`src/rtl/lmsm_sequencer_if.sv`:
```
// rtl/lmsm_sequencer_if.sv - data memory port bundle between the LM/SM sequencer and memory
interface lmsm_sequencer_if #(
  parameter int ADDR_W = 16
);
  logic              mem_req;
  logic              mem_we;
  logic [ADDR_W-1:0] mem_addr;
  logic              mem_ack;

  modport master (
    output mem_req,
    output mem_we,
    output mem_addr,
    input  mem_ack
  );

  modport slave (
    input  mem_req,
    input  mem_we,
    input  mem_addr,
    output mem_ack
  );
endinterface

```
`src/rtl/lmsm_sequencer.sv`:
```
// rtl/lmsm_sequencer.sv - LM/SM multi-cycle sequencer; base writeback enabled by LMSM_BASE_WB_EN
module lmsm_sequencer #(
  parameter int ADDR_W = 16,
  parameter int NREG   = 8
) (
  input  logic                clk,
  input  logic                rst,
  input  logic                start,
  input  logic                is_store,
  input  logic [ADDR_W-1:0]   base_addr,
  input  logic [2:0]          reg_ra,
  input  logic [NREG-1:0]     reg_select_word,
  lmsm_sequencer_if.master    mem,
  output logic [2:0]          rf_addr,
  output logic                rf_we,
  output logic                wb_sel,
  output logic [ADDR_W-1:0]   wb_data,
  output logic                busy,
  output logic                done
);

  localparam int CNT_W = $clog2(NREG + 1);

  typedef enum logic [1:0] {
    S_IDLE = 2'd0,
    S_XFER = 2'd1,
    S_DONE = 2'd2
`ifdef LMSM_BASE_WB_EN
    , S_WB = 2'd3
`endif
  } state_t;

  state_t           state;
  logic [NREG-1:0]  mask_q;
  logic [CNT_W-1:0] count_q;
  logic             is_store_q;
  logic [NREG-1:0]  mask_left;
  logic [2:0]       next_reg;
  logic [2:0]       first_sel;

  // Select word bit 7 is R0, so the lowest register is the highest set bit.
  function automatic logic [2:0] first_reg(input logic [NREG-1:0] m);
    first_reg = '0;
    for (int i = 0; i < NREG; i++) begin
      if (m[i]) first_reg = 3'(NREG - 1 - i);
    end
  endfunction

  function automatic logic [NREG-1:0] reg_bit(input logic [2:0] r);
    reg_bit = '0;
    for (int i = 0; i < NREG; i++) begin
      reg_bit[i] = (NREG - 1 - i == int'(r));
    end
  endfunction

  always_comb begin
    mask_left = mask_q & ~reg_bit(rf_addr);
    next_reg  = first_reg(mask_left);
    first_sel = first_reg(reg_select_word);
    rf_we     = (state == S_XFER) && mem.mem_ack && !is_store_q;
`ifdef LMSM_BASE_WB_EN
    if (state == S_WB) rf_we = 1'b1;
`endif
  end

`ifdef LMSM_BASE_WB_EN
  logic [ADDR_W-1:0] base_q;
  logic [2:0]        ra_q;
`else
  logic unused_wb;
  assign unused_wb = ^{reg_ra, count_q};
  assign wb_sel    = 1'b0;
  assign wb_data   = '0;
`endif

  always_ff @(posedge clk) begin
    if (rst) begin
      state        <= S_IDLE;
      mask_q       <= '0;
      count_q      <= '0;
      is_store_q   <= 1'b0;
      mem.mem_req  <= 1'b0;
      mem.mem_we   <= 1'b0;
      mem.mem_addr <= '0;
      rf_addr      <= '0;
      busy         <= 1'b0;
      done         <= 1'b0;
`ifdef LMSM_BASE_WB_EN
      base_q       <= '0;
      ra_q         <= '0;
      wb_sel       <= 1'b0;
      wb_data      <= '0;
`endif
    end else begin
      case (state)
        S_IDLE: begin
          done <= 1'b0;
          if (start) begin
            busy       <= 1'b1;
            is_store_q <= is_store;
            count_q    <= '0;
`ifdef LMSM_BASE_WB_EN
            base_q     <= base_addr;
            ra_q       <= reg_ra;
`endif
            if (reg_select_word != '0) begin
              state        <= S_XFER;
              mask_q       <= reg_select_word;
              mem.mem_addr <= base_addr;
              rf_addr      <= first_sel;
              mem.mem_req  <= 1'b1;
              mem.mem_we   <= is_store;
            end else begin
              state <= S_DONE;
              done  <= 1'b1;
            end
          end
        end

        S_XFER: begin
          if (mem.mem_ack) begin
            mask_q       <= mask_left;
            count_q      <= count_q + 1'b1;
            mem.mem_addr <= mem.mem_addr + 1'b1;
            if (mask_left != '0) begin
              // Next request issued straight away: no bubble between transfers.
              rf_addr <= next_reg;
            end else begin
              mem.mem_req <= 1'b0;
              mem.mem_we  <= 1'b0;
`ifdef LMSM_BASE_WB_EN
              state   <= S_WB;
              wb_sel  <= 1'b1;
              rf_addr <= ra_q;
              wb_data <= base_q + ADDR_W'(count_q) + ADDR_W'(1);
`else
              state   <= S_DONE;
              done    <= 1'b1;
              rf_addr <= '0;
`endif
            end
          end
        end

`ifdef LMSM_BASE_WB_EN
        S_WB: begin
          state   <= S_DONE;
          done    <= 1'b1;
          wb_sel  <= 1'b0;
          wb_data <= '0;
          rf_addr <= '0;
        end
`endif

        S_DONE: begin
          state <= S_IDLE;
          done  <= 1'b0;
          busy  <= 1'b0;
        end

        default: state <= S_IDLE;
      endcase
    end
  end

endmodule

```
`src/flat_wrapper.sv`:
```
// flat-port wrapper written by rule: the top's interface ports become plain ports
module lmsm_sequencer_flat 
#(
  parameter int ADDR_W = 16,
  parameter int NREG   = 8
)
  (clk, rst, start, is_store, base_addr, reg_ra, reg_select_word, rf_addr, rf_we, wb_sel, wb_data, busy, done, mem_mem_req, mem_mem_we, mem_mem_addr, mem_mem_ack);
  lmsm_sequencer_if #(.ADDR_W(ADDR_W)) mem_i ();
  input  logic clk;
  input  logic rst;
  input  logic start;
  input  logic is_store;
  input  logic [ADDR_W-1:0] base_addr;
  input  logic [2:0] reg_ra;
  input  logic [NREG-1:0] reg_select_word;
  output logic [2:0] rf_addr;
  output logic rf_we;
  output logic wb_sel;
  output logic [ADDR_W-1:0] wb_data;
  output logic busy;
  output logic done;
  output wire logic [$bits(mem_i.mem_req)-1:0] mem_mem_req;
  output wire logic [$bits(mem_i.mem_we)-1:0] mem_mem_we;
  output wire logic [$bits(mem_i.mem_addr)-1:0] mem_mem_addr;
  input wire logic [$bits(mem_i.mem_ack)-1:0] mem_mem_ack;
  assign mem_mem_req = mem_i.mem_req;
  assign mem_mem_we = mem_i.mem_we;
  assign mem_mem_addr = mem_i.mem_addr;
  assign mem_i.mem_ack = mem_mem_ack;
  lmsm_sequencer #(.ADDR_W(ADDR_W), .NREG(NREG)) u_core (.clk(clk), .rst(rst), .start(start), .is_store(is_store), .base_addr(base_addr), .reg_ra(reg_ra), .reg_select_word(reg_select_word), .mem(mem_i), .rf_addr(rf_addr), .rf_we(rf_we), .wb_sel(wb_sel), .wb_data(wb_data), .busy(busy), .done(done));
endmodule
```
`config.mk`:
```
export PLATFORM = sky130hd
export DESIGN_NAME = lmsm_sequencer_flat
export DESIGN_NICKNAME = d
export VERILOG_FILES = /design/src/rtl/lmsm_sequencer_if.sv /design/src/rtl/lmsm_sequencer.sv /design/src/flat_wrapper.sv
export SDC_FILE = /design/constraint.sdc
export NUM_CORES = 1
export LEC_CHECK = 0
export CAP_MARGIN = 10
export CORE_ASPECT_RATIO = 1.1
export CORE_MARGIN = 2
export CORE_UTILIZATION = 52
export CTS_CLUSTER_SIZE = 12
export DETAILED_ROUTE_END_ITERATION = 7
export GPL_TIMING_DRIVEN = 1
export PLACE_DENSITY = 0.87
export SLEW_MARGIN = 10
export SYNTH_ARGS = -nofsm -noshare
export SYNTH_HDL_FRONTEND = slang
export SYNTH_SLANG_ARGS = --single-unit
```
`constraint.sdc`:
```
create_clock -name clk -period 4.81 [get_ports clk]
set_input_delay 0.962 -clock clk [delete_from_list [all_inputs] [get_ports clk]]
set_output_delay 0.962 -clock clk [all_outputs]
set_load 0.01 [all_outputs]
```
==> flow_summary.yaml <==
status:
  status: "finished, final reports clean"
drt:
  route.detailed.drc: 0
  ant_nets: 0
  wire_per_inst_um: 15.2
  vias_per_cell: 5.92
  vias: 2452
  drtPass1Iterations: 5
  wirelength_mm: 6.30
  drtIter0Drc: 188
logic_synthesis:
  synth_edf_count: 0
  synth_top_area_share_pct: 27.5
  yosys-mux-area-fraction_pct: 2.53
  ys_top_cells_by_area: "dfxtp_1 (27%), nand2_1 (5.6%), a21oi_1 (5.3%)"
  synth-seq-area-share_pct: 27.5
  synth_cell_types: 60
  yosysMostFrequentCell: "nand2_1"
  syn_inst: 314
  ys_warn_count: 0
  synth_area_leader_cell: "dfxtp_1"
  synth-seq-cells: 34
  synth_area_um2: 2480
  synthXorXnorAreaFrac_pct: 0
  synth-simple-area-share_pct: 21.6
  synth_ff_type: "dfxtp_1"
  async_reset_ff_share_pct: 0
  synth-adder-area-share_pct: 2.02
  synth.top_cells.by_count: "nand2_1 (37), dfxtp_1 (34), a21oi_1 (26)"
  synth_compound_area_share_pct: 34.8
  synth_top_family_by_area: "compound AO/OA/AOI/OAI gates"
  avgSynthCellArea_um2: 7.89
place:
  post-place-ws_ps: 1560
  placed_cell_area_um2: 2910
  gp_congestion: 0.819
  hpwl_mm: 4.24
  io_buffers: 52
setup_path:
  reg2reg_slack_ps: 1960
  cp_data_arrival_time_ps: 2300
  worstSetupPathType: "in -> out"
  r2r-end: "u_core.done"
  end_kind: "output pin"
  crit_start: "mem_mem_ack"
  worstPathRequired_ps: 3850
  rr_startpoint: "u_core.state[1]"
  r2r_cells: 7
  path_max_fanout: 4
  cp-start-kind: "input pin"
sta:
  worst_slack_ps: 1550
  post-route-period-util_pct: 67.8
  rsz0062_at_grt: "no"
  hold_viol: 0
  slew_headroom_pct: 39.6
  clock_skew_ps: 6.97
  fin_crit_ps: 3260
  tns_ps: 0
  finalSetupViolCount: 0
  slew_violations: 0
  fmax_mhz: 307
  tightest_slew_ps: 901
global_routing:
  grt_usage_pct: 23.7
  grt_overflow_total: 0
  antenna_found_initial: 0
  grt_pass1_wl_mm: 10.5
  grt_pass1_vias: 2312
  grt_max_degree: 35
cts:
  cts_made_buffers: 5
  root_buffer: "clkbuf_8"
  path_clk_slew_ps: 70
  cts-resized-gates: 0
  cts_setup_buffers: 0
  cts_tree: "done"
  clkSinkCount: 34
  htree_levels: 2
  cts_max_path_buffers: 2
  hold_buffers: 0
  clock_latency_ps: 290
min_path:
  min_path_cells: 2
  whs_endpoint: "u_core.is_store_q"
  hold_class: "reg -> reg"
  min_from: "u_core.is_store_q"
pwr:
  p_per_area_nw_per_um2: 433
  switchingPower_uw: 519
  p_int_uw: 799
  p_sw_share_pct: 39.4
  peakVddDrop_mv: 0.305
  pwr-share-seq_pct: 32.8
  clkPwrFrac_pct: 24.5
  combPwrFrac_pct: 42.7
  leakagePower_uw: 0.00114
final_layout:
  multi_input_area_um2: 1570
  seq_area_um2: 681
  area_growth_pct: 23.0
  drive_gt1_share_pct: 11.5
  nets: 393
  n_antenna_cell: 0
  finalInstanceArea_um2: 3050
  fillers: 396
die:
  die_width_um: 69.8
  rows: 26
  start_util_pct: 53.6
  die_area_um2: 5330
  core_area_um2: 4620
  io_pins: 73
  die_y_um: 76.4
run:
  max_cap_violations: 0
## per-layer routing
metal | up-vias | share of wire [%] | GRT usage [%]
li1 | 1193 | - | -
met1 | 1163 | 41 | 28.3
met2 | 88 | 53 | 42.8
met3 | 8 | 5.0 | 3.70
met4 | 0 | 1.4 | 7.88
met5 | - | 0 | 0
## cell usage in the layout (no fill, tap or decap), types with 2 or more instances in the layout
cell type and n:
o31ai_1 4, nor3_1 2, dfxtp_1 34, nand3_1 4, a21oi_2 10, and3_1 3
o21ai_1 18, mux2i_1 4, a31oi_1 7, and4_1 3, nand4_1 4, a21oi_1 26
inv_1 12, and4b_1 3, o22ai_2 2, buf_4 2, nand2b_1 4, o21ai_0 16
nor2_1 19, o21ai_2 7, o32ai_1 3, bufinv_16 2, clkdlybuf4s50_1 52, o2bb2ai_1 5
o21a_1 2, conb_1 17, o21bai_1 3, a21o_1 3, nor3b_1 3, clkbuf_8 5
nand2_1 37, ha_1 4, nor2b_1 9, nor4_4 2
## how the worst max path moves through the flow
stage / slack, ps / endpoint
3_5_place_dp: 1560 / rf_we
3_3_place_gp: 1570 / rf_we
4_1_cts: 1560 / rf_we
5_1_grt: 1520 / rf_we
2_1_floorplan: 2620 / rf_we
6_report: 1550 / rf_we
## cell type report
class,count,area share [%]
clock buffers,5,2.26
multi-input cells,249,51.7
flip-flops and latches,34,22.3
inverters,13,1.60
clock inverters,3,2.26
repair buffers,54,17.6
well taps,56,2.30
## logic make-up (layout without fill, tap and decap cells)
family | Yosys count | after routing
flops | 34 | 34
compound gates | 123 | 123
simple gates | 99 | 99
other cells | 1 | 17
mux | 6 | 6
buf+inv | 47 | 75
fa+ha+maj | 4 | 4
## power by group through the flow
stage | registers [uW] | logic [uW] | clock network [uW]
final | 432 | 563 | 323
after global routing | 444 | 614 | 336
after floorplan | 422 | 408 | 0
after CTS | 429 | 561 | 325
after global placement | 430 | 537 | 0
after detailed placement | 434 | 554 | 0
## flip-flops by register name (all words and copies together), names as in the netlist
| signal | flops |
|---|---|
| u_core.state | 2 |
| u_core.rf_addr | 3 |
| u_core.mem.mem_req | 1 |
| u_core.mem.mem_we | 1 |
| u_core.busy | 1 |
| u_core.is_store_q | 1 |
| u_core.done | 1 |
| u_core.mem.mem_addr | 16 |
| u_core.mask_q | 8 |
## metrics by stage
stage	util (%)	total power, uW	cells	hold slack [ps]
floorplan	-	831	330	437
global placement	63.0	967	406	444
detailed placement	63.0	988	406	454
CTS	66.0	1310	414	466
global route	66.0	1390	414	501
finish	66.0	1320	414	466
## critical path: stages
cell and delay (ps):
clkdlybuf4s50_1 540, nand2_1 150, nor2_1 110, clkdlybuf4s50_1 530
Note: power is estimated with default switching activity, not from simulation.
